==> src/rtl/jpeg_rle_encoder.sv <==
// JPEG run-length symbol generator: zigzag coefficients in, (run, size, amp) symbols out.
// Define JPEG_RLE_DC_DIFF_EN to enable DC differential prediction and pred_clr.
module jpeg_rle_encoder (
  input  logic        clk,
  input  logic        rst_n,
  input  logic        in_valid,
  output logic        in_ready,
  input  logic [11:0] in_coef,
  input  logic        pred_clr,
  output logic        out_valid,
  input  logic        out_ready,
  output logic [3:0]  out_run,
  output logic [3:0]  out_size,
  output logic [11:0] out_amp,
  output logic        out_dc,
  output logic        out_eob
);

  localparam int unsigned CW = 12;
  localparam int unsigned DW = 13;
  localparam int unsigned IW = 6;
  localparam int unsigned SW = 4;

  typedef enum logic [1:0] {
    S_ACCEPT = 2'd0,
    S_ZRL    = 2'd1,
    S_HOLD   = 2'd2
  } state_t;

  typedef struct packed {
    logic [SW-1:0] run;
    logic [SW-1:0] size;
    logic [CW-1:0] amp;
    logic          dc;
    logic          eob;
  } sym_t;

  // Magnitude category: bit length of |x| for a 13-bit two's complement value.
  function automatic logic [SW-1:0] f_cat(input logic [DW-1:0] x);
    logic [DW-1:0] mag;
    logic [SW-1:0] c;
    mag = x[DW-1] ? DW'(-x) : x;
    c   = '0;
    for (int unsigned i = 0; i < DW; i++) begin
      if (mag[i]) c = SW'(i + 1);
    end
    return c;
  endfunction

  function automatic logic [CW-1:0] f_amp(input logic [DW-1:0] x, input logic [SW-1:0] sz);
    logic [DW-1:0] v;
    logic [DW-1:0] mask;
    v    = x[DW-1] ? (x - DW'(1)) : x;
    mask = (DW'(1) << sz) - DW'(1);
    return CW'(v & mask);
  endfunction

  function automatic sym_t f_sym(input logic [SW-1:0] run, input logic [SW-1:0] size,
                                 input logic [CW-1:0] amp, input logic dc, input logic eob);
    sym_t s;
    s.run  = run;
    s.size = size;
    s.amp  = amp;
    s.dc   = dc;
    s.eob  = eob;
    return s;
  endfunction

  state_t        r_state;
  logic [IW-1:0] r_idx;
  logic [IW-1:0] r_run;
  logic [SW-1:0] r_lat_size;
  logic [CW-1:0] r_lat_amp;
  logic          r_out_valid;
  sym_t          r_sym;

  logic          w_slot;
  logic          w_in_ready;
  logic          w_accept;
  logic [DW-1:0] w_coef_x;
  logic [DW-1:0] w_diff;
  logic [SW-1:0] w_dc_size;
  logic [CW-1:0] w_dc_amp;
  logic [SW-1:0] w_ac_size;
  logic [CW-1:0] w_ac_amp;
  logic          w_nz;
  logic          w_run_ge16;
  logic          w_pend_nx;
  state_t        w_rest_state;

  assign w_slot     = ~r_out_valid | out_ready;
  assign w_in_ready = (r_state != S_ZRL) & w_slot;
  assign w_accept   = in_valid & w_in_ready;
  assign w_coef_x   = {in_coef[CW-1], in_coef};
  assign w_nz       = |in_coef;
  assign w_run_ge16 = |r_run[IW-1:4];

`ifdef JPEG_RLE_DC_DIFF_EN
  logic [CW-1:0] r_pred;
  logic          r_clr_pend;
  logic          w_clr_now;

  // A clear takes effect only at a block boundary with no ZRL burst still draining.
  assign w_clr_now = (pred_clr | r_clr_pend) & (r_idx == '0) & (r_state != S_ZRL);
  assign w_pend_nx = ~w_clr_now & (pred_clr | r_clr_pend);
  assign w_diff    = w_coef_x - (w_clr_now ? DW'(0) : {r_pred[CW-1], r_pred});

  always_ff @(posedge clk or negedge rst_n) begin
    if (!rst_n) begin
      r_pred     <= '0;
      r_clr_pend <= 1'b0;
    end else begin
      r_clr_pend <= w_pend_nx;
      if (w_clr_now) r_pred <= '0;
      if (w_accept && (r_idx == '0)) r_pred <= in_coef;
    end
  end
`else
  logic w_unused_clr;

  assign w_unused_clr = pred_clr;
  assign w_pend_nx    = 1'b0;
  assign w_diff       = w_coef_x;
`endif

  assign w_rest_state = w_pend_nx ? S_HOLD : S_ACCEPT;
  assign w_dc_size    = f_cat(w_diff);
  assign w_dc_amp     = f_amp(w_diff, w_dc_size);
  assign w_ac_size    = f_cat(w_coef_x);
  assign w_ac_amp     = f_amp(w_coef_x, w_ac_size);

  // Control FSM and registered symbol output.
  always_ff @(posedge clk or negedge rst_n) begin
    if (!rst_n) begin
      r_state     <= S_ACCEPT;
      r_idx       <= '0;
      r_run       <= '0;
      r_lat_size  <= '0;
      r_lat_amp   <= '0;
      r_out_valid <= 1'b0;
      r_sym       <= '0;
    end else begin
      if (r_out_valid && out_ready) r_out_valid <= 1'b0;
      case (r_state)
        S_ACCEPT, S_HOLD: begin
          r_state <= w_rest_state;
          if (w_accept) begin
            r_idx <= r_idx + IW'(1);
            if (r_idx == '0) begin
              r_out_valid <= 1'b1;
              r_sym       <= f_sym('0, w_dc_size, w_dc_amp, 1'b1, 1'b0);
              r_run       <= '0;
            end else if (!w_nz) begin
              if (r_idx == IW'(63)) begin
                r_out_valid <= 1'b1;
                r_sym       <= f_sym('0, '0, '0, 1'b0, 1'b1);
                r_run       <= '0;
              end else begin
                r_run <= r_run + IW'(1);
              end
            end else if (w_run_ge16) begin
              r_out_valid <= 1'b1;
              r_sym       <= f_sym(SW'(15), '0, '0, 1'b0, 1'b0);
              r_run       <= r_run - IW'(16);
              r_lat_size  <= w_ac_size;
              r_lat_amp   <= w_ac_amp;
              r_state     <= S_ZRL;
            end else begin
              r_out_valid <= 1'b1;
              r_sym       <= f_sym(r_run[SW-1:0], w_ac_size, w_ac_amp, 1'b0, 1'b0);
              r_run       <= '0;
            end
          end
        end
        S_ZRL: begin
          if (w_slot) begin
            r_out_valid <= 1'b1;
            if (w_run_ge16) begin
              r_sym <= f_sym(SW'(15), '0, '0, 1'b0, 1'b0);
              r_run <= r_run - IW'(16);
            end else begin
              r_sym   <= f_sym(r_run[SW-1:0], r_lat_size, r_lat_amp, 1'b0, 1'b0);
              r_run   <= '0;
              r_state <= w_rest_state;
            end
          end
        end
        default: r_state <= S_ACCEPT;
      endcase
    end
  end

  assign in_ready  = w_in_ready;
  assign out_valid = r_out_valid;
  assign out_run   = r_sym.run;
  assign out_size  = r_sym.size;
  assign out_amp   = r_sym.amp;
  assign out_dc    = r_sym.dc;
  assign out_eob   = r_sym.eob;

endmodule

==> config.mk <==
export PLATFORM = sky130hd
export DESIGN_NAME = jpeg_rle_encoder
export DESIGN_NICKNAME = d
export VERILOG_FILES = /design/src/rtl/jpeg_rle_encoder.sv
export SDC_FILE = /design/constraint.sdc
export NUM_CORES = 1
export LEC_CHECK = 0
export CAP_MARGIN = 25
export CORE_UTILIZATION = 56
export DETAILED_ROUTE_END_ITERATION = 12
export PLACE_DENSITY = 0.8
export SLEW_MARGIN = 20
export SYNTH_ARGS = -nofsm -noshare
export SYNTH_HDL_FRONTEND = slang
export SYNTH_SLANG_ARGS = --single-unit
==> constraint.sdc <==
create_clock -name clk -period 2.6 [get_ports clk]
set_clock_uncertainty 0.05 [all_clocks]
set_input_delay 0.52 -clock clk [delete_from_list [all_inputs] [get_ports clk]]
set_output_delay 0.52 -clock clk [all_outputs]
set_load 0.005 [all_outputs]
==> results by group <==
Drt
  • Initial DRC count: 237
  • Detailed Route WL: 11100 um
  • Antenna Violating Nets Remaining: 0
  • DR vias: 3789
  • Post-DR wirelength/cell: 18.0 um
  • Detailed Routing Iterations Pass 1: 5
  • Post-route DRC: 0
  • Post-DR vias/cell: 6.16

Layout
  • Share of layout cells above drive strength 1: 33.5%
  • Non-Filler Cell Area, Final: 0.00506 mm^2
  • FF+latch area: 0.00130 mm^2
  • Diodes inserted: 0
  • Layout area overhead: 46.4%
  • Nets@finish: 562
  • Area of the multi-input gates: 0.00229 mm^2
  • FILL cells: 332

STA
  • Hold_ws: 0.256 ns
  • F_max: 0.337 GHz
  • RSZ-0062 raised after global routing: yes
  • Max-slew violation count: 0
  • Tightest Pin Transition: 0.827 ns
  • Final WS setup: -0.367 ns
  • Final Hold Vio Count: 0
  • Final period demand of the worst path: 2.97 ns
  • Worst slew margin: 44.9%
  • Period utilization: 114%
  • # setup viols final: 12

Global route
  • First-pass GRT wire length: 17300 um
  • Gr ovfl total: 0
  • Largest net degree at the start of global routing: 38
  • Gr usage total: 34.7%
  • Initial antenna violation count: 0
  • Vias in the first global route: 3685

Worst setup path
  • Req. time, crit path: 2.74 ns
  • Nature of the critical path endpoint: register
  • Type of origin of the critical path: input port
  • WP data arrival: 3.10 ns
  • Crit-path max FO: 5
  • Worst setup path class: input port to register

Logic synthesis
  • FF+latch count, synth: 52
  • Synthesized area: 0.00345 mm^2
  • Post-synth net total: 435
  • Avg Cell Area, Syn: 8.38 um^2
  • Seq/Total Area, Yosys: 37.7%
  • Synthesized instance count: 412
  • Post-synth ARST share: 100%
  • Yosys warns: 0
  • Unique cell type count in the Yosys netlist: 72
  • Most used DFF post-synth: dfrtp_1
  • Post-synth EDFFs: 0

Placement
  • Final RePlAce weighted congestion: 0.952
  • IO buf count: 39
  • Post-DP HPWL: 7540 um
  • Placed Instance Area: 0.00452 mm^2
  • Worst slack, placed: -1.08 ns

Pwr
  • Pleak: 0.00221 uW
  • Max IR drop VDD: 365 uV
  • PwrDens: 437 mW/mm^2

Clock network
  • CTS root buffer: clkbuf_8
  • Cts hold-fix bufs: 0
  • CTS Buf Count: 5
  • Sink Count: 52
  • CTS tree: done
  • Clk Latency, worst-skew pair: 0.31 ns
  • Clock-pin slew on the worst setup and hold paths: 0.10 ns
  • Depth of the CTS H-tree: 2
  • Clock Path Buffers: 2

Die
  • Initial Utilization: 58.3%
  • Row count: 28
  • DIE AREA: 0.00649 mm^2
  • Die W: 80.5 um
  • I/O Pins: 41
  • Core area: 0.00592 mm^2
  • Die height: 80.5 um

Run status
  • Status: finished, violations left
  • Failing checks: setup timing

Worst hold path
  • Path type of the worst min-delay path: input port to asynchronous set/reset pin

Job
  • Max cap viols: 0
[logic make-up after synthesis]
kind of cell | after synthesis | share of synthesized area [%]
xor+xnor | 22 | 6.01
flops | 52 | 37.7
mux | 5 | 1.52
simple gates | 180 | 26.7
buf+inv | 33 | 4.42
fa+ha+maj | 6 | 2.17
compound gates | 114 | 21.5
[critical path: stages]
cell and delay (ns):
buf_8 0.10, buf_6 0.11, or4_1 0.50, mux2_4 0.29, o32a_1 0.19, nor3b_2 0.22
nand4_1 0.21, ha_4 0.25, buf_6 0.12, buf_6 0.11, nor3b_2 0.14, mux2i_1 0.21
a21oi_1 0.11
[state kept, by name, indices dropped and copies added (netlist names)]
name,cells
out_amp,12
r_lat_amp,12
r_idx,6
r_run,6
out_run,4
out_size,4
r_lat_size,4
out_dc,1
out_eob,1
out_valid,1
r_state,1
[metal layers]
layer,track usage [%],vias to the layer above,part of all wire [%]
met2,61.4,168,51
li1,-,1748,-
met1,40.1,1827,39
met4,17.7,0,4.7
met5,0,-,0
met3,5.57,46,5.5
[worst paths after layout]
check                                            endpoint  depth (start not counted)              startpoint  slack [ns]
worst max-delay path               out_amp[2]$_DFFE_PN0P_                         13              in_coef[1]       -0.37
worst min-delay path                 r_run[5]$_DFFE_PN0P_                          1                   rst_n        0.26
worst max register to register    out_size[0]$_DFFE_PN0P_                          8    r_idx[2]$_DFFE_PN0P_        0.27
worst min register to register     out_run[1]$_DFFE_PN0P_                          2  out_run[1]$_DFFE_PN0P_        0.44
max in group asynchronous       r_lat_size[2]$_DFFE_PN0P_                          2                   rst_n        1.51
min in group clk                   out_run[1]$_DFFE_PN0P_                          2  out_run[1]$_DFFE_PN0P_        0.44
[stage by stage]
step	utilization [%]	cells	power [uW]	setup TNS [ns]
6_report	85.4	615	2210	-2.97
4_1_cts	83.9	612	2170	-1.92
2_1_floorplan	-	412	1310	-4.94
5_1_grt	85.4	615	2310	-4.22
3_5_place_dp	76.3	585	1650	-30.30
3_3_place_gp	76.3	585	1620	-25.68
[synth_stat cells (3+ instances only)]
library cell,number,area (um^2)
nand2_1,63,236
dfrtp_1,52,1300
o21ai_0,36,180
nor2_1,33,124
a21oi_1,24,120
clkbuf_1,15,56.3
xnor2_1,13,114
nor3_1,12,60.1
nand3_1,11,55.1
and3_1,9,56.3
inv_1,8,30.0
and2_1,7,43.8
o31ai_1,7,52.6
xor2_1,7,61.3
a221oi_1,6,52.6
a31oi_1,6,37.5
ha_1,6,75.1
nor2b_1,6,37.5
buf_2,5,25.0
nand2b_1,5,31.3
nand4_1,5,31.3
nor4_1,5,31.3
a211oi_1,4,30.0
o22ai_1,4,25.0
a32oi_1,3,26.3
mux2i_1,3,30.0
nor3b_1,3,22.5
or2_2,3,18.8
[cells in the final DEF (no fill, tap or decap), types with 4 or more instances in the layout]
cell type / synthesis / routed
nand2b_1: 5 / 4
nor4_1: 5 / 5
nand4_1: 5 / 5
o21ai_0: 36 / 30
clkbuf_8: 0 / 5
a21oi_1: 24 / 22
clkdlybuf4s50_1: 0 / 27
nand2_1: 63 / 61
nand3_1: 11 / 9
nor2b_1: 6 / 5
buf_4: 1 / 92
xnor2_1: 13 / 13
a31oi_1: 6 / 4
o21ai_1: 1 / 7
and2_1: 7 / 6
xor2_1: 7 / 7
o31ai_1: 7 / 6
buf_6: 2 / 12
and3_1: 9 / 8
nor3_1: 12 / 8
inv_1: 8 / 5
nor2_1: 33 / 29
dfrtp_1: 52 / 52
dlygate4sd2_1: 0 / 4
a221oi_1: 6 / 4
[power by group]
group	switching [uW]	internal (uW)
clock	283	192
combinational	379	384
sequential	78.2	893
total	740	1470
[repair_timing]
| action | 4_1_cts | 5_1_grt |
|---|---|---|
| pin swaps | 31 | 22 |
| setup endpoints to repair | 44 | 23 |
| resized for setup | 78 | 20 |
| setup buffers | 19 | 4 |
[layout make-up]
| type | instances | share of cell area [%] |
|---|---|---|
| Sequential cell | 52 | 25.7 |
| Tap cell | 75 | 1.86 |
| Inverter | 8 | 0.742 |
| Clock inverter | 3 | 0.421 |
| Clock buffer | 5 | 1.36 |
| Multi-Input combinational cell | 327 | 45.3 |
| Timing Repair Buffer | 145 | 24.6 |
No activity file was read; power rests on OpenSTA's default activity.
